File: config.mk
export PLATFORM = sky130hd
export DESIGN_NAME = sr_bank_arbiter
export DESIGN_NICKNAME = d
export VERILOG_FILES = /design/src/rtl/sr_bank_arbiter.sv
export SDC_FILE = /design/constraint.sdc
export NUM_CORES = 1
export LEC_CHECK = 0
export CAP_MARGIN = 5
export CORE_MARGIN = 2
export CORE_UTILIZATION = 48
export CTS_CLUSTER_SIZE = 8
export DETAILED_ROUTE_END_ITERATION = 10
export PLACE_DENSITY_LB_ADDON = 0.2
export REMOVE_ABC_BUFFERS = 1
export SLEW_MARGIN = 20
export SYNTH_ARGS = -nofsm -noshare
export SYNTH_HDL_FRONTEND = slang
export SYNTH_SLANG_ARGS = --single-unit
File: constraint.sdc
create_clock -name clk -period 5.9 [get_ports clk]
set_input_delay 1.18 -clock clk [delete_from_list [all_inputs] [get_ports clk]]
set_output_delay 1.18 -clock clk [all_outputs]
set_load 0.1 [all_outputs]
File: src/rtl/sr_bank_arbiter.sv
// Round-robin arbiter that time-shares one bank of WIDTH SR flip-flops between NREQ requesters.
// Optional build macro SR_ARB_ERR_STICKY_EN: sticky err plus per-requester err_src record.
module sr_bank_arbiter #(
  parameter int NREQ  = 4,
  parameter int WIDTH = 8
) (
  input  logic                  clk,
  input  logic                  rst_n,
  input  logic [NREQ-1:0]       req,
  input  logic [NREQ*WIDTH-1:0] cmd_s,
  input  logic [NREQ*WIDTH-1:0] cmd_r,
  output logic [NREQ-1:0]       gnt,
  output logic [WIDTH-1:0]      s_out,
  output logic [WIDTH-1:0]      r_out,
  output logic [WIDTH-1:0]      q_mirror,
  output logic                  busy,
  output logic                  err
`ifdef SR_ARB_ERR_STICKY_EN
  ,
  output logic [NREQ-1:0]       err_src
`endif
);

  localparam int PW = (NREQ > 2) ? $clog2(NREQ) : 1;

  typedef enum logic [1:0] {IDLE, GRANT, APPLY} state_t;

  state_t           state;
  logic [PW-1:0]    ptr;
  logic [PW-1:0]    win;
  logic [PW-1:0]    nxt_ptr;
  logic [PW-1:0]    sel_idle;
  logic [PW-1:0]    sel_apply;
  logic [PW-1:0]    sel;
  logic [NREQ-1:0]  req_apply;
  logic             load;
  logic [WIDTH-1:0] s_sel;
  logic [WIDTH-1:0] r_sel;
  logic [WIDTH-1:0] s_lat;
  logic [WIDTH-1:0] r_lat;
  logic [WIDTH-1:0] ill;

  function automatic logic [NREQ-1:0] onehot(input logic [PW-1:0] i);
    logic [NREQ-1:0] o;
    o = '0;
    for (int k = 0; k < NREQ; k++)
      if (i == PW'(k)) o[k] = 1'b1;
    return o;
  endfunction

  // First set bit of r at or above p, wrapping; scanned downward so the nearest one wins.
  function automatic logic [PW-1:0] pick(input logic [NREQ-1:0] r, input logic [PW-1:0] p);
    logic [PW-1:0] w;
    int            idx;
    w = '0;
    for (int k = NREQ - 1; k >= 0; k--) begin
      idx = (int'(p) + k) % NREQ;
      if (r[idx[PW-1:0]]) w = idx[PW-1:0];
    end
    return w;
  endfunction

  always_comb begin
    nxt_ptr   = (win == PW'(NREQ - 1)) ? '0 : win + PW'(1);
    // The requester just granted may still be dropping req; keep it out of this selection.
    req_apply = req & ~onehot(win);
    sel_idle  = pick(req, ptr);
    sel_apply = pick(req_apply, nxt_ptr);
    load      = ((state == IDLE) && (|req)) || ((state == APPLY) && (|req_apply));
    sel       = (state == APPLY) ? sel_apply : sel_idle;
    s_sel     = '0;
    r_sel     = '0;
    for (int i = 0; i < NREQ; i++) begin
      if (sel == PW'(i)) begin
        s_sel = cmd_s[i*WIDTH +: WIDTH];
        r_sel = cmd_r[i*WIDTH +: WIDTH];
      end
    end
    ill = s_lat & r_lat;
  end

  // Selection stage: command masks of the winner captured alongside the grant
  always_ff @(posedge clk) begin
    if (load) begin
      s_lat <= s_sel;
      r_lat <= r_sel;
    end
  end

  always_ff @(posedge clk) begin
    if (!rst_n) begin
      state    <= IDLE;
      ptr      <= '0;
      win      <= '0;
      gnt      <= '0;
      s_out    <= '0;
      r_out    <= '0;
      q_mirror <= '0;
      busy     <= 1'b0;
      err      <= 1'b0;
`ifdef SR_ARB_ERR_STICKY_EN
      err_src  <= '0;
`endif
    end else begin
      gnt   <= '0;
      s_out <= '0;
      r_out <= '0;
`ifndef SR_ARB_ERR_STICKY_EN
      err   <= 1'b0;
`endif
      case (state)
        IDLE: begin
          if (|req) begin
            win   <= sel_idle;
            gnt   <= onehot(sel_idle);
            state <= GRANT;
            busy  <= 1'b1;
          end
        end
        // Grant stage: illegal s=r=1 bits are dropped from both pulses
        GRANT: begin
          s_out <= s_lat & ~ill;
          r_out <= r_lat & ~ill;
`ifdef SR_ARB_ERR_STICKY_EN
          if (|ill) begin
            err     <= 1'b1;
            err_src <= err_src | onehot(win);
          end
`else
          err   <= |ill;
`endif
          state <= APPLY;
        end
        // Apply stage: mirror follows the pulse, next winner chosen from the advanced pointer
        APPLY: begin
          q_mirror <= (q_mirror & ~r_out) | s_out;
          ptr      <= nxt_ptr;
          if (|req_apply) begin
            win   <= sel_apply;
            gnt   <= onehot(sel_apply);
            state <= GRANT;
          end else begin
            state <= IDLE;
            busy  <= 1'b0;
          end
        end
        default: begin
          state <= IDLE;
          busy  <= 1'b0;
        end
      endcase
    end
  end

endmodule

[After elaboration in Yosys (flattened, before gate mapping)]
Index checks and enable logic that the tools add are counted.
Word-level totals
  bits in registers: 52
  input bits: 70
  output and inout bits: 30
  logic and storage cells: 126
Cells by class
  add/sub/neg operators: 7
  order comparisons: 8
  eq/ne operators: 17
  multiplexer cells: 58
  bitwise operators: 10
  reductions and logical operators: 15
Operators with widths (count)
  2-to-1 mux 8 bit: 8
  bitwise AND 8 bit: 4
  2-to-1 mux 2 bit: 13
  less-than comparator 2 x 3 -> 1 bit (second input constant): 8
  2-to-1 mux 1 bit: 23
  equality test 2 bit (second input constant): 9
  binary-select mux 1 bit (select 2 bit): 8
  NOT 8 bit: 2
  equality test 2 x 1 -> 1 bit (second input constant): 5
  logical NOT 2 bit: 5
  adder 2 bit (second input constant): 4
  2-to-1 mux 4 bit: 2
  bitwise OR 8 bit: 1
  case mux 4 bit (2 select lines): 1
  OR reduction 4 bit: 2
  OR reduction 8 bit: 1
  adder 2 x 1 -> 2 bit (second input constant): 3
  case mux 2 bit (3 select lines): 1
  AND reduction 3 bit: 2
  bitwise AND 4 bit: 1
  inequality test 2 x 1 -> 1 bit (second input constant): 2
  NOT 4 bit: 1
  case mux 2 bit (2 select lines): 1
  case mux 1 bit (3 select lines): 1
  6 further kinds: 7

[Logic depth before layout (Yosys ltp)]
  depth in word-level cells: 16
  depth in mapped cells: 12
  mapped depth without buffers: 9

[Worst setup path after synthesis]
OpenSTA, ideal clock, no wires.
  path type: in2reg
  from: in req[2]
  to: reg r_lat[0], data pin
  library setup time: 261 ps
  arrival time: 2717 ps
  data required time: 5639 ps
  path slack: 2922 ps
  stages on the path: 7
  path buffers: 1
  cell sequence: mux4_2 > a221oi_2 > nor3b_2 > nor3_2 > a21oi_4 > buf_12 > mux2i_1
On the way
  cells in the longest elaborated chain, start to end: 13
  elaborated cells between the ends (all ways): 34
  those cells by class: eq/ne (3); mux (29); bitwise (1); reduce/logical (1)
RTL lines
  start: declaration: RTL line 9  | input logic [NREQ-1:0] req,
  bitwise AND 4 bit: RTL line 66  | req_apply = req & ~onehot(win);
  binary-select mux 1 bit (select 2 bit): RTL line 58  | if (r[idx[PW-1:0]]) w = idx[PW-1:0];
  2-to-1 mux 1 bit (implied by the code): RTL line 58
  2-to-1 mux 2 bit (4 in a row): RTL line 58
  2-to-1 mux 2 bit *: RTL line 70  | sel = (state == APPLY) ? sel_apply : sel_idle;
  logical NOT 2 bit: RTL line 74  | if (sel == PW'(i)) begin
  2-to-1 mux 8 bit (3 in a row): RTL line 74
  2-to-1 mux 8 bit *: RTL line 74
  named net r_sel[0]: RTL line 38  | logic [WIDTH-1:0] r_sel;
  end signal: assignment: RTL line 86  | r_lat <= r_sel;
  end: declaration: RTL line 40  | logic [WIDTH-1:0] r_lat;
The timed path passes the listed nets; every way through them passes the cells marked *. The select of a mux whose other input is x is not followed.
A chain may end at the register's enable or synchronous reset.

[Worst setup path after layout]
  from: in req[3]
  to: reg s_lat[7], data pin
On the way
  cells in the longest elaborated chain, start to end: 13
  elaborated cells between the ends (all ways): 34
  those cells by class: eq/ne (3); mux (29); bitwise (1); reduce/logical (1)
RTL lines
  bitwise AND 4 bit: RTL line 66
  binary-select mux 1 bit (select 2 bit): RTL line 58
  2-to-1 mux 1 bit (implied by the code): RTL line 58
  2-to-1 mux 2 bit (4 in a row): RTL line 58
  2-to-1 mux 2 bit *: RTL line 70
  logical NOT 2 bit: RTL line 74
  2-to-1 mux 8 bit (3 in a row): RTL line 74
  2-to-1 mux 8 bit *: RTL line 74
  named net s_sel[7]: RTL line 37  | logic [WIDTH-1:0] s_sel;
  end signal: assignment: RTL line 85  | s_lat <= s_sel;
  end: declaration: RTL line 39  | logic [WIDTH-1:0] s_lat;
Marks and branches as above.

==> qor.yml <==
grt_pass1_wl_microns: 9515
drive_above_1_share: 0.06052
max_slew.worst_pin.slew_ps: 1028
setup_ws_ps: 2238
drtIter0Drc: 54
io_buffers: 99
die_h_microns: 78.59
synthesis.area_sq_mm: 0.002670
synth_edf_count: 16
ys_seq_area_frac: 0.4499
cts_made_buffers: 5
yosysUniqueCellTypes: 46
max_stage_delay_ps: 580
rrSetupSlack_ps: 2670
gp_congestion: 0.9293
postRouteAntennaNets: 0
num_rows: 27
dr.pass1.iters: 4
fp.dieW_microns: 78.59
crit_arrival_ps: 3690
finalHoldViolCount: 0
p_sw_mw: 0.3187
avgSynthCellArea_sq_um: 10.68
nNetsFinal: 420
async_reset_ff_frac: 0
synth_most_common_cell: "mux2i_1"
p_int_mw: 0.6649
floorplan.die_area_sq_mm: 0.006176
start_kind: "primary input"
num_io_pins: 100
p_total_mw: 0.9837
hold_class: "register to register"
synth_largest_area_cell: "dfxtp_1"
fill_cells: 443
switching_share: 0.3240
routedWlPerCell_microns: 13.58
cts_setup_buffers: 0
fmax_mhz: 273.1
status: "completed"
path_cells: "clkdlybuf4s50_1 > mux4_2 > a221oi_2 > nor3b_2 > nor3_2 > a21oi_4 > mux2i_1"
clk_pin_slew_ps: 90
setup_tns_ps: 0
cts_tree: "yes"
synthTopCellsByArea: "dfxtp_1 (27%), mux2i_1 (18%), edfxtp_1 (18%)"
reg2regPathDepth: 8
netlist_top_cells_count: "mux2i_1 (48), dfxtp_1 (36), nor2_1 (20)"
r2r-start: "win[0]"
cts_root_buffer: "clkbuf_8"
synth_cells: 250
peakVddDrop_v: 0.0001244
seqPwrFrac: 0.451
cts.sink_count: 52
grt_usage: 0.1966
min_delay_path_depth: 1
p_clk_frac: 0.225
reg2reg_to: "s_lat[7]"
drv_cap: 0
regArea_sq_mm: 0.001201
initial_core_util: 0.4909
path_max_fanout: 16
grt_setup_unrepaired: "no"
slowest_stage: "clkdlybuf4s50_1"
cts_buffer_depth: 2
cts_resized: 0
hold_start: "r_lat[6]"
postCtsHoldBufs: 0
synth_ff_type: "dfxtp_1"
setup_viol: 0
maxSlewViolCount: 0
place_inst: 411
areaGrowthSynthToFinish_pct: 41.28
num_antenna_cells: 0
yosys.area.top_type_share: 0.2699
yosys_warnings: 0
routed_wl_microns: 5689
min_to: "s_out[6]"
viasPerCell: 5.215
p_per_area_mw_per_mm2: 260.8
finClkSkew_ps: 7.308
multiInputGateArea_sq_mm: 0.001331
num_vias: 2185
grt_pass1_vias: 2067
core_area_sq_mm: 0.005439
post-route-period-util: 0.6206
grt_remaining_overflow: 0
insertion_delay_ps: 300
crit_required_ps: 5930
hpwl_microns: 4403
relSlewSlack: 0.3125
drc_errors: 0
htree_levels: 2
end_kind: "register"
p_comb_frac: 0.325
leakage_nw: 1.361
path_class: "primary input to register"
antenna_found_initial: 0
grt_max_degree: 34
ys_ff_latch: 52
period_minus_slack_ps: 3662
stdcell_count: 419
preCtsSetupSlack_ps: 1903
[area by class of cell]
type,count,area share
Multi-Input combinational cell,176,0.3529
Sequential cell,52,0.3184
Timing Repair Buffer,101,0.2667
Clock buffer,6,0.02488
Tap cell,72,0.02388
Inverter,10,0.009950
Clock inverter,2,0.003317
[metal layers]
layer  GRT usage  routed length (microns)
met5           0                        0
met3     0.06437                      476
met4     0.05263                       83
met1      0.2293                     2188
met2      0.3453                     2940
[worst max-delay path, delay by kind of cell]
family / cells / cell delay, ps
AOI/OAI and AO/OA: 2 / 770
buffers and inverters: 1 / 580
muxes: 2 / 700
and+or+nand+nor: 2 / 450
[per-stage QoR]
step / hold WS, ps / area [sq um] / utilization
floorplan: 430.8 / 2570 / -
global placement: 442.8 / 3666 / 0.6740
detailed placement: 450.3 / 3666 / 0.6740
CTS: 462.6 / 3772 / 0.6936
global route: 480.2 / 3772 / 0.6936
finish: 459.2 / 3772 / 0.6936
[cells in the final DEF, fill, tap and decap left out, types with 2 or more instances in the layout]
cell and n:
clkdlybuf4s50_1 99, mux2i_1 48, dfxtp_1 36, nor2_1 20
nand2_1 17, nor3b_1 16, edfxtp_1 16, a21oi_1 11
a22oi_1 11, inv_1 9, o21ai_0 7, nand2b_1 6
o22ai_1 5, clkbuf_8 5, ha_1 4, and2b_1 2
o32ai_1 2, nor2b_1 2, a221oi_1 2, buf_4 2
[cells by family after synthesis]
family	share of synthesized area
flip-flops	0.4499
AND/OR/NAND/NOR	0.1462
buffers and inverters	0.05154
adder cells (fa/ha/maj)	0.01874
AO/OA/AOI/OAI	0.1368
multiplexers	0.1968
[registers in the layout (all words and copies together) (netlist names), 2 cells and up]
| signal | flops |
|---|---|
| win | 2 |
| r_lat | 8 |
| state | 2 |
| q_mirror | 8 |
| ptr | 2 |
| gnt | 4 |
| s_out | 8 |
| r_out | 8 |
| s_lat | 8 |
[power by group through the flow]
| stage | combinational [mW] | sequential [mW] | clock, mW |
|---|---|---|---|
| final | 0.319 | 0.443 | 0.221 |
| after floorplan | 0.158 | 0.511 | 0 |
| after detailed placement | 0.322 | 0.452 | 0 |
| after global routing | 0.345 | 0.451 | 0.245 |
| after global placement | 0.318 | 0.450 | 0 |
| after CTS | 0.322 | 0.443 | 0.229 |
[worst max-delay path by stage]
stage | from | end | slack, ps | depth (start not counted)
final | req[3] | s_lat[7] | 2240 | 7
after global routing | req[3] | r_lat[2] | 2050 | 7
after CTS | req[3] | r_lat[6] | 2220 | 7
after detailed placement | req[3] | r_lat[6] | 1900 | 7
after global placement | req[3] | r_lat[3] | 1990 | 7
after floorplan | req[0] | r_lat[0] | 2530 | 7
No activity file was read; power rests on OpenSTA's default activity.
